**src/rtl/logic_ex_sync.sv**
```systemverilog
// Two slide switches to four LEDs: sync chain, optional debounce, fixed NOT/AND-NOT/OR/XOR decode.
// Latency SYNC_STAGES+2 edges (plus DEBOUNCE_CYCLES when enabled); no backpressure, LEDs update every cycle.
module logic_ex_sync #(
  parameter int SYNC_STAGES     = 2,
  parameter int DEBOUNCE_CYCLES = 0
) (
  input  logic       clk,
  input  logic       rst,
  input  logic [1:0] SW,
  output logic [3:0] LED
);

  logic [SYNC_STAGES-1:0][1:0] sync_q;
  logic [1:0]                  sw_sync;
  logic [1:0]                  sw_q;
  logic [1:0]                  sw_d;
  logic [3:0]                  led_d;

  assign sw_sync = sync_q[SYNC_STAGES-1];

  always_ff @(posedge clk) begin
    if (rst) begin
      sync_q <= '0;
    end else begin
      sync_q[0] <= SW;
      for (int i = 1; i < SYNC_STAGES; i++) begin
        sync_q[i] <= sync_q[i-1];
      end
    end
  end

  generate
    if (DEBOUNCE_CYCLES == 0) begin : g_nodb
      assign sw_d = sw_sync;
    end else begin : g_db
      localparam int CW = $clog2(DEBOUNCE_CYCLES + 1);
      localparam logic [CW-1:0] CNT_MAX = CW'(DEBOUNCE_CYCLES);

      logic [1:0]    prev_q;
      logic [CW-1:0] cnt_q;
      logic [CW-1:0] cnt_d;

      always_comb begin
        cnt_d = cnt_q;
        if (sw_sync != prev_q) begin
          cnt_d = '0;
        end else if (cnt_q != CNT_MAX) begin
          cnt_d = cnt_q + 1'b1;
        end
      end

      // Accept on the edge where the count reaches N, so hold time adds exactly N edges.
      assign sw_d = (cnt_d == CNT_MAX) ? sw_sync : sw_q;

      always_ff @(posedge clk) begin
        if (rst) begin
          prev_q <= 2'b00;
          cnt_q  <= '0;
        end else begin
          prev_q <= sw_sync;
          cnt_q  <= cnt_d;
        end
      end
    end
  endgenerate

  always_comb begin
    led_d    = 4'b0000;
    led_d[0] = ~sw_q[0];
    led_d[1] = sw_q[1] & ~sw_q[0];
    led_d[2] = sw_q[1] | sw_q[0];
    led_d[3] = sw_q[1] ^ sw_q[0];
  end

  // Reset drives LED to 0000 rather than decode(00) so reset is visible on the board.
  always_ff @(posedge clk) begin
    if (rst) begin
      sw_q <= 2'b00;
      LED  <= 4'b0000;
    end else begin
      sw_q <= sw_d;
      LED  <= led_d;
    end
  end

endmodule

```
**config.mk**
```make
export PLATFORM = sky130hd
export DESIGN_NAME = logic_ex_sync
export DESIGN_NICKNAME = d
export VERILOG_FILES = /design/src/rtl/logic_ex_sync.sv
export SDC_FILE = /design/constraint.sdc
export NUM_CORES = 1
export LEC_CHECK = 0
export CAP_MARGIN = 20
export CELL_PAD_IN_SITES_DETAIL_PLACEMENT = 2
export CELL_PAD_IN_SITES_GLOBAL_PLACEMENT = 2
export CORE_AREA = 2 2 39 41
export DETAILED_ROUTE_END_ITERATION = 10
export DIE_AREA = 0 0 41 43
export PLACE_DENSITY_LB_ADDON = 0.3
export RECOVER_POWER = 100
export SLEW_MARGIN = 15
export SYNTH_ARGS = -nofsm -noshare
export SYNTH_HDL_FRONTEND = slang
export SYNTH_SLANG_ARGS = --single-unit
```
**constraint.sdc**
```tcl
create_clock -name clk -period 1.3 [get_ports clk]
set_input_delay 0.26 -clock clk [delete_from_list [all_inputs] [get_ports clk]]
set_output_delay 0.26 -clock clk [all_outputs]
set_load 0.01 [all_outputs]
```
* Word-level counts from Yosys, hierarchy flattened *
Cells that the tools add are included.

operators by class
  bitwise logic cells = 4

operators by type and width
  operator       number
  $and A1 B1 Y1  1
  $not A1 Y1     1
  $or A1 B1 Y1   1
  $xor A1 B1 Y1  1

word-level totals
  logic and storage cells = 8
  bits in registers = 10

* Longest topological paths before layout *
Gate-level depths: netlist of run 1.

  word-level depth = 2
  gate-level depth with buffers = 3
  mapped depth without buffers = 3

* Worst setup path before layout of run 1 *
No wires, ideal clock.

  path kind = flip-flop to flip-flop
  from = register sw_q[0]
  to = register LED[3]
  stages on the path, launching flop included = 4
  data required time = 1.186 ns
  arrival = 0.734 ns
  path slack = 0.452 ns
  buffers on the path = 0
  period minus slack after synthesis = 0.848 ns
  path through = dfxtp_1 -> inv_1 -> ha_1 -> nor2b_1

between the ends
  word-level cells in the longest chain between the ends = 1

ends and longest elaborated chain
  element                 line  RTL
  start, declared         15    logic [1:0] sw_q;
  start signal, assigned  81    sw_q <= sw_d;
  $xor A1 B1 Y1           72    led_d[3] = sw_q[1] ^ sw_q[0];
  named net led_d[3]      17    logic [3:0] led_d;
  end signal, assigned    82    LED <= led_d;
  end, declared           10    output logic [3:0] LED

The timed path passes the listed nets, and every way through them passes these cells.
A chain may end at the register's enable or synchronous reset.

* Worst setup path in the final report of run 1 *
  from = register LED[1]
  to = output LED[1]

No word-level cell between the ends.

==> summary.log, run 1 <==
[yosys] share of the synthesized area in the top cell type 69.0%
[timing] Slew headroom 78.2%
[yosys] Mapped Avg Cell Area 12.1 um^2
[global_route] Most Crowded Layer GR met2
[floorplanning] Core ar. 1380 um^2
[cells_and_area] fin nets 42
[worst_setup_path] slowest cell delay on critical path 0.31 ns
[cts] hold buffer count at cts 0
[worst_setup_path] FF-to-FF path depth 3
[global_route] initial antenna violation count 0
[global_route] pin count of the biggest net entering global routing 11
[run_status] result of the run complete, no violations
[worst_setup_path] endpoint required time on the critical path 1.04 ns
[worst_hold_path] worst hold-check path type register to register
[power] Clock Power Share 36.6%
[cells_and_area] share of post-route cells with drive strength above 1 8.82%
[worst_setup_path] critical path capture point type output pin
[placement] placed wire-length estimate 322 um
[timing] pins over their slew limit 0
[routing] via count 189
[yosys] share of the yosys chip area belonging to registers 69.0%
[global_route] global-route wire length before repair 738 um
[power] leak pwr 0.000174 uW
[floorplanning] Die X 41 um
[placement] Final GP Congestion 0.591
[timing] number of failing setup endpoints in the final timing report 0
[worst_setup_path] critical setup path kind register to output pin
[routing] Remaining DRCs 0
[yosys] syn_nets 30
[cells_and_area] Filler cells 162
[placement] worst slack at placement 0.128 ns
[yosys] count of state elements after synthesis 10
[routing] via density per instance 3.78
[worst_setup_path] critical path arrival 0.83 ns
[yosys] number of warnings issued by yosys 0
[yosys] most area-hungry cell type in the Yosys netlist dfxtp_1
[cells_and_area] non-filler instance count after layout 50
[cts] clock net sink count 10
[timing] hold violation total from the final report 0
[cts] clock-pin slew of the registers on the worst-case setup and hold paths 0.06 ns
[placement] count of buffers from port buffering 7
[cts] source-to-sink clock delay at the later pin of the worst-skew pair 0.25 ns
[timing] RSZ-0062 raised after global routing false
[worst_setup_path] slack of the worst reg-to-reg path 0.39 ns
[routing] number of detailed-route iterations in the first pass 1
[timing] Tightest Pin Transition 0.327 ns
[floorplanning] area of the die 1760 um^2
[cts] TritonCTS clock tree yes
[worst_setup_path] launch instance of the worst register-to-register path sw_q[0]$_SDFF_PP0_
[worst_setup_path] slowest CP cell dfxtp_1
[floorplanning] # IOs 8
[power] Net Sw Power 110 uW
[floorplanning] die boundary height 43 um
[routing] WL final 439 um
[routing] average detailed-routed wire length per instance 8.78 um
[timing] setup TNS 0 ns
[cells_and_area] Inserted Diodes 0
[worst_setup_path] crit-path max FO 1
[power] switching power as a share of total power 20.0%
[floorplanning] row count 14
[job] max-capacitance violation count 0
[worst_setup_path] worst flop-to-flop path endpoint LED[3]$_SDFF_PP0_
[cts] number of CTS-inserted buffers 3
[global_route] number of global-route vias before repair 199
[global_route] met1 Use GR 5.61%
[worst_hold_path] Hold Startpoint sw_q[0]$_SDFF_PP0_
[timing] Worst Clk Skew 0.00167 ns
[power] internal power consumption 442 uW
[cts] root buffer selected by CTS clkbuf_4
[cells_and_area] area added between synthesis and finish 37.1%
[cells_and_area] highest-count cells in the layout ignoring fill and taps 10 x dfxtp_1, 8 x nor2b_1, 4 x dlygate4sd2_1
[cts] number of buffers on the longest clock path 2
[global_route] Total GRT Usage 7.09%
[routing] First DRT Iteration DRCs 0
[yosys] netlist area before placement 290 um^2
[timing] Final Critical Period 1.09 ns
[worst_setup_path] capturing instance or port of the critical path LED[1]
[power] Sequential Power Share 58.1%
[worst_setup_path] count of buffer and inverter cells on the critical path 1
[power] Power Total 553 uW
[yosys] number of instances in the synthesized netlist 24
[global_route] met3 Usage GRT 3.14%
[yosys] largest cells by area after synthesis dfxtp_1 69%, nor2b_1 17%, ha_1 8.6%
[placement] number of placed cells counting well taps 47
[floorplanning] initial core utilization 21.0%
[timing] achievable clock frequency 916 MHz
[worst_setup_path] worst setup path start LED[1]$_SDFF_PP0_
[power] fraction of power consumed by combinational cells 5.4%
[worst_setup_path] crit-path leading delay family flip-flops
[power] highest ir drop seen on vdd 0.000467 V
[worst_setup_path] logic depth of the worst path, buffers included 1
[global_route] met2 Track Usage GR 11.9%
[power] power per cell area 1390 nW/um^2
[worst_setup_path] Cell Chain, Critical Path dlygate4sd2_1
[cts] number of H-tree levels 1
[worst_setup_path] startpoint kind of the worst setup timing path register
[cells_and_area] most common library cell in the layout ignoring fill and taps dfxtp_1
[timing] share of the cycle needed by the critical path after routing 84.0%
[routing] residual antenna-violating net count after detailed routing 0
[global_route] GRT Residual Overflow 0
[yosys] number of library cell types mapped by synthesis 5
[cells_and_area] fin util 28.8%
[timing] setup ws final 0.208 ns
## synth_stat cells
cell,instances
inv_1,2
ha_1,2
nor2b_1,8
nor2_1,2
dfxtp_1,10
## stage by stage
step / instance area, um^2 / hold slack (ns)
after floorplan: 290 / 0.327
final: 398 / 0.412
after detailed placement: 380 / 0.409
after CTS: 398 / 0.417
after global placement: 380 / 0.408
after global routing: 398 / 0.446
## per-layer routing
| layer | up-vias | wire, um |
|---|---|---|
| li1 | 93 | - |
| met1 | 88 | 149 |
| met2 | 8 | 246 |
| met3 | 0 | 44 |
| met4 | 0 | 0 |
| met5 | - | 0 |
## kinds of logic (layout without fill, tap and decap cells)
logic type,after synthesis,after routing,share of synthesized area [%]
DFF,10,10,69.0
and+or+nand+nor,10,10,19.8
adders and majority gates,2,2,8.62
buffers and inverters,2,12,2.59
## registers in the layout (all words and copies together) (netlist names)
name,count
sw_q,2
sw_d,2
LED,4
sync_q,2
## worst min path at each step
stage	cells after the start	slack (ns)	to
final	1	0.41	LED[0]$_SDFF_PP0_
after global routing	1	0.45	LED[0]$_SDFF_PP0_
after CTS	1	0.42	LED[0]$_SDFF_PP0_
after detailed placement	1	0.41	LED[0]$_SDFF_PP0_
after global placement	1	0.41	LED[0]$_SDFF_PP0_
after floorplan	1	0.33	LED[0]$_SDFF_PP0_
## worst reg2reg max path, cell delays in order, from the launching register on
cell	delay, ns
dfxtp_1	0.33
inv_1	0.06
ha_1	0.28
nor2b_1	0.12
## cell type report
cell class,count,area [um^2],area share [%]
sequential,10,200,50.3
multi-input combinational,12,82.6,20.8
timing repair buffer,7,65.1,16.4
clock buffer,3,22.5,5.66
tap,16,20.0,5.03
inverter,2,7.51,1.89
## repair_timing
item | CTS | global route
gates resized for setup | 4 | 0
buffers inserted | 0 | 0
setup endpoints to repair | 4 | 0
## power by group through the flow
stage	Combinational [uW]	Clock [uW]	Sequential, uW
after global routing	34.1	223	322
after floorplan	9.09	0	330
after global placement	33.2	0	328
final	29.7	202	321
after CTS	31.5	211	321
after detailed placement	34.4	0	328
(Power assumes the default switching activity.)
==> run 2: changes to the inputs <==
==> constraint.sdc (replaced) <==
create_clock -name clk -period 1.1 [get_ports clk]
set_input_delay 0.22 -clock clk [delete_from_list [all_inputs] [get_ports clk]]
set_output_delay 0.22 -clock clk [all_outputs]
set_load 0.01 [all_outputs]
==> summary.log, run 2 (synthesis gave the netlist of run 1 again) <==
[run_status] result of the run complete, no violations
[cts] hold buffer count at cts 0
[worst_setup_path] endpoint required time on the critical path 0.88 ns
[routing] First DRT Iteration DRCs 0
[cts] number of CTS-inserted buffers 3
[routing] residual antenna-violating net count after detailed routing 0
[cells_and_area] flip-flop count of the largest register, all copies and words added 4
[placement] number of placed cells counting well taps 49
[timing] Slew headroom 83.4%
[cts] TritonCTS clock tree yes
[cells_and_area] area added between synthesis and finish 39.7%
[cells_and_area] fin nets 44
[routing] uppermost layer routed met3
[cts] clock net sink count 10
[cts] number of buffers on the longest clock path 2
[global_route] number of global-route vias before repair 204
[cts] clock-pin slew of the registers on the worst-case setup and hold paths 0.06 ns
[floorplanning] die boundary height 43 um
[routing] WL final 410 um
[cells_and_area] final non-filler cell area 405 um^2
[cells_and_area] highest-count cells in the layout ignoring fill and taps 10 x dfxtp_1, 8 x nor2b_1, 4 x dlygate4sd2_1
[worst_setup_path] slowest cell delay on critical path 0.30 ns
[power] highest ir drop seen on vdd 0.000505 V
[global_route] Total GRT Usage 6.57%
[placement] count of buffers from port buffering 7
[worst_setup_path] crit-path leading delay family flip-flops
[job] max-capacitance violation count 0
[worst_setup_path] Cell Chain, Critical Path dlygate4sd2_1
[cts] number of buffers inserted to repair setup after CTS 0
[worst_setup_path] critical setup path kind register to output pin
[timing] final worst hold slack 0.414 ns
[timing] achievable clock frequency 965 MHz
[worst_setup_path] crit-path max FO 1
[global_route] pin count of the biggest net entering global routing 7
[cts] number of H-tree levels 1
[floorplanning] area of the die 1760 um^2
[worst_setup_path] slowest CP cell dfxtp_1
[worst_setup_path] critical path capture point type output pin
[routing] number of detailed-route iterations in the first pass 1
[power] leak pwr 0.000177 uW
[timing] Final Critical Period 1.04 ns
[cells_and_area] share of post-route cells with drive strength above 1 8.33%
[routing] Met2 Wirelength 210 um
[cts] root buffer selected by CTS clkbuf_4
[floorplanning] Core ar. 1380 um^2
[routing] via density per instance 3.75
[timing] Tightest Pin Transition 0.249 ns
[timing] hold violation total from the final report 0
[timing] pins over their slew limit 0
[routing] Remaining DRCs 0
[cts] quantity of gates resized following cts 4
[timing] setup TNS 0 ns
[cts] source-to-sink clock delay at the later pin of the worst-skew pair 0.25 ns
[global_route] GRT Residual Overflow 0
[floorplanning] Die X 41 um
[routing] met3 layer wire length in the routed design 45 um
[placement] Placed Instance Area 395 um^2
[global_route] global-route wire length before repair 724 um
[routing] wire length the detailed router placed on met1 155 um
[floorplanning] # IOs 8
[cells_and_area] Inserted Diodes 0
[cells_and_area] most common library cell in the layout ignoring fill and taps dfxtp_1
[floorplanning] initial core utilization 21.0%
[global_route] initial antenna violation count 0
[worst_setup_path] startpoint kind of the worst setup timing path register
[timing] share of the cycle needed by the critical path after routing 94.2%
[cells_and_area] Filler cells 159
[timing] RSZ-0062 raised after global routing false
[routing] average detailed-routed wire length per instance 7.88 um
[placement] Final GP Congestion 0.613
[power] power per cell area 1590 nW/um^2
[timing] number of failing setup endpoints in the final timing report 0
[routing] via count 195
[power] Power Total 643 uW
[worst_setup_path] count of buffer and inverter cells on the critical path 1
[timing] Worst Clk Skew 0.000416 ns
[cells_and_area] Reg with most FFs LED
[floorplanning] row count 14
[cells_and_area] non-filler instance count after layout 52
[worst_setup_path] critical path arrival 0.82 ns
[worst_hold_path] worst hold-check path type register to register
==> run 2: changes by cell type in the layout (fill, tap and decap cells not counted), sizes merged <==
cell and delta:
clkbuf +2
==> run 2: per-stage QoR <==
| stage | utilization, % | worst slack [ns] |
|---|---|---|
| floorplan | - | 0.252 |
| global placement | 28.6 | 0.0671 |
| detailed placement | 28.6 | 0.0489 |
| CTS | 29.8 | 0.0382 |
| global route | 29.3 | 0.00182 |
| finish | 29.3 | 0.0640 |
==> run 2: cell type report <==
type | count | area (um^2) | area share, %
tap | 16 | 20.0 | 4.94
timing repair buffer | 9 | 72.6 | 17.9
sequential | 10 | 200 | 49.4
multi-input combinational | 12 | 82.6 | 20.4
inverter | 2 | 7.51 | 1.85
clock buffer | 3 | 22.5 | 5.56
==> run 2: routing by layer <==
layer	vias to the layer above	global-route usage [%]
met3	0	3.14
met1	92	5.90
met2	8	10.9
met5	-	0
li1	95	-
met4	0	4.00
==> run 2: path summary, 6_finish.rpt <==
check / slack (ns) / to / cells after the start / start
worst min-delay path: 0.41 / LED[0]$_SDFF_PP0_ / 1 / sw_q[0]$_SDFF_PP0_
worst min register to register: 0.41 / LED[0]$_SDFF_PP0_ / 1 / sw_q[0]$_SDFF_PP0_
worst max register to register: 0.21 / LED[3]$_SDFF_PP0_ / 3 / sw_q[0]$_SDFF_PP0_
worst max-delay path: 0.06 / LED[2] / 1 / LED[2]$_SDFF_PP0_
==> run 2: worst reg2reg max path: cells and delay by family (launching register included) <==
kind	cells	cell delay, ns
fa+ha+maj	1	0.27
flops	1	0.33
simple gates	1	0.12
buf+inv	1	0.06
==> run 2: power by group <==
group          internal (uW)  leakage (uW)  switching, uW
combinational           22.2     0.0000806           15.0
sequential               376     0.0000822           3.18
clock                    125     0.0000138            102
==> run 3: changes to the inputs <==
--- a/config.mk
+++ b/config.mk
@@ -8,9 +8,10 @@
 export CAP_MARGIN = 20
 export CELL_PAD_IN_SITES_DETAIL_PLACEMENT = 2
 export CELL_PAD_IN_SITES_GLOBAL_PLACEMENT = 2
-export CORE_AREA = 2 2 39 41
+export CORE_AREA = 8 8 45 47
 export DETAILED_ROUTE_END_ITERATION = 10
-export DIE_AREA = 0 0 41 43
+export DIE_AREA = 0 0 53 55
+export GPL_TIMING_DRIVEN = 1
 export PLACE_DENSITY_LB_ADDON = 0.3
 export RECOVER_POWER = 100
 export SLEW_MARGIN = 15
==> summary.log, run 3 (synthesis gave the netlist of run 1 again) <==
[timing] setup TNS 0 ns
[cts] number of buffers on the longest clock path 2
[worst_setup_path] launch instance of the worst register-to-register path sw_q[0]$_SDFF_PP0_
[run_status] result of the run complete, no violations
[worst_setup_path] endpoint required time on the critical path 0.88 ns
[cells_and_area] Reg with most FFs LED
[routing] average detailed-routed wire length per instance 9.38 um
[global_route] initial antenna violation count 0
[worst_setup_path] crit-path max FO 1
[worst_setup_path] crit-path leading delay family flip-flops
[power] internal power consumption 524 uW
[timing] RSZ-0062 raised after global routing false
[worst_hold_path] Hold Startpoint sw_q[0]$_SDFF_PP0_
[worst_setup_path] worst flop-to-flop path endpoint LED[3]$_SDFF_PP0_
[cts] clock net sink count 10
[cts] source-to-sink clock delay at the later pin of the worst-skew pair 0.25 ns
[job] max-capacitance violation count 0
[routing] Remaining DRCs 0
[timing] pins over their slew limit 0
[cts] TritonCTS clock tree yes
[timing] number of failing setup endpoints in the final timing report 0
[cts] number of buffers inserted to repair setup after CTS 0
[routing] via count 197
[worst_setup_path] FF-to-FF path depth 3
[cells_and_area] highest-count cells in the layout ignoring fill and taps 10 x dfxtp_1, 8 x nor2b_1, 3 x clkbuf_4, 3 x dlygate4sd2_1
[timing] Slew headroom 83.9%
[floorplanning] Die X 53 um
[power] Net Sw Power 132 uW
[worst_setup_path] startpoint kind of the worst setup timing path register
[timing] Final Critical Period 1.04 ns
[worst_hold_path] worst hold-check path type register to register
[global_route] Total GRT Usage 4.17%
[placement] count of buffers from port buffering 7
[power] power per cell area 1610 nW/um^2
[power] Clock Power Share 36.4%
[floorplanning] # IOs 8
[worst_setup_path] slowest cell delay on critical path 0.29 ns
[power] highest ir drop seen on vdd 0.000517 V
[cells_and_area] most common library cell in the layout ignoring fill and taps dfxtp_1
[worst_hold_path] hold endpoint LED[0]$_SDFF_PP0_
[worst_hold_path] WHS Path Cells 1
[worst_setup_path] slack of the worst reg-to-reg path 0.18 ns
[power] leak pwr 0.000173 uW
[timing] hold violation total from the final report 0
[worst_setup_path] Cell Chain, Critical Path dlygate4sd2_1
[cells_and_area] fin nets 44
[worst_setup_path] slowest CP cell dfxtp_1
[cells_and_area] Inserted Diodes 0
[placement] Placed Instance Area 395 um^2
[cells_and_area] area of the multi-input gates 82.6 um^2
[routing] via density per instance 3.79
[cts] number of CTS-inserted buffers 3
[cells_and_area] Filler cells 157
[power] Sequential Power Share 57.8%
[floorplanning] initial core utilization 21.0%
[cts] hold buffer count at cts 0
[cells_and_area] sequential cell area 200 um^2
[cells_and_area] area added between synthesis and finish 40.1%
[worst_setup_path] count of buffer and inverter cells on the critical path 1
[cts] clock-pin slew of the registers on the worst-case setup and hold paths 0.06 ns
[cts] number of H-tree levels 1
[global_route] global-route wire length before repair 834 um
[cells_and_area] share of post-route cells with drive strength above 1 8.33%
[floorplanning] row count 14
[global_route] GRT Residual Overflow 0
[timing] Tightest Pin Transition 0.241 ns
[worst_setup_path] critical setup path kind register to output pin
[routing] WL final 488 um
[worst_setup_path] critical path arrival 0.82 ns
[power] switching power as a share of total power 20.1%
[cts] root buffer selected by CTS clkbuf_4
[floorplanning] Core ar. 1380 um^2
[timing] achievable clock frequency 961 MHz
[power] fraction of power consumed by combinational cells 5.8%
[timing] Worst Clk Skew 0.00106 ns
[timing] share of the cycle needed by the critical path after routing 94.6%
[worst_setup_path] critical path capture point type output pin
[routing] residual antenna-violating net count after detailed routing 0
[placement] Final GP Congestion 0.569
[routing] number of detailed-route iterations in the first pass 2
[floorplanning] die boundary height 55 um
[global_route] pin count of the biggest net entering global routing 7
[floorplanning] area of the die 2920 um^2
[worst_setup_path] logic depth of the worst path, buffers included 1
[cells_and_area] flip-flop count of the largest register, all copies and words added 4
[cells_and_area] final non-filler cell area 407 um^2
[routing] First DRT Iteration DRCs 1
[global_route] number of global-route vias before repair 225
-- run 3: power by group through the flow --
stage               Sequential (uW)  Combinational, uW  Clock (uW)
finish                          379               37.9         239
global route                    380               42.7         275
CTS                             380               43.4         253
detailed placement              388               46.7           0
global placement                387               45.2           0
floorplan                       390               10.7           0
-- run 3: worst max path at each step --
stage	from	end	slack [ns]
after floorplan	sw_q[0]$_SDFF_PP0_	LED[3]$_SDFF_PP0_	0.25
after global placement	LED[0]$_SDFF_PP0_	LED[0]	0.06
after detailed placement	LED[3]$_SDFF_PP0_	LED[3]	0.05
after CTS	LED[3]$_SDFF_PP0_	LED[3]	0.03
after global routing	LED[1]$_SDFF_PP0_	LED[1]	0.005
final	LED[2]$_SDFF_PP0_	LED[2]	0.06
-- run 3: final cells by class --
class | count | share of cell area (%)
Clock buffer | 3 | 5.54
Inverter | 2 | 1.85
Multi-Input combinational cell | 12 | 20.3
Sequential cell | 10 | 49.2
Tap cell | 16 | 4.92
Timing Repair Buffer | 9 | 18.2
-- run 3: metrics by stage --
step / worst slack [ns] / total power [uW] / hold slack (ns) / instances / util (%)
4_1_cts: 0.0329 / 676 / 0.424 / 52 / 29.8
3_5_place_dp: 0.0521 / 435 / 0.415 / 49 / 28.6
2_1_floorplan: 0.252 / 401 / 0.287 / 24 / -
3_3_place_gp: 0.0592 / 433 / 0.407 / 49 / 28.6
5_1_grt: 0.00540 / 698 / 0.457 / 52 / 29.4
6_report: 0.0597 / 656 / 0.427 / 52 / 29.4
-- run 3: what timing repair did --
action	in CTS	in global routing
pin swaps	0	0
setup endpoints to repair	4	1
gates resized for setup	4	1
-- run 3: per-layer routing --
layer,global-route usage [%],part of all wire [%]
met2,6.05,45
met3,3.21,12
met5,0,0
met1,3.69,42
met4,3.88,0
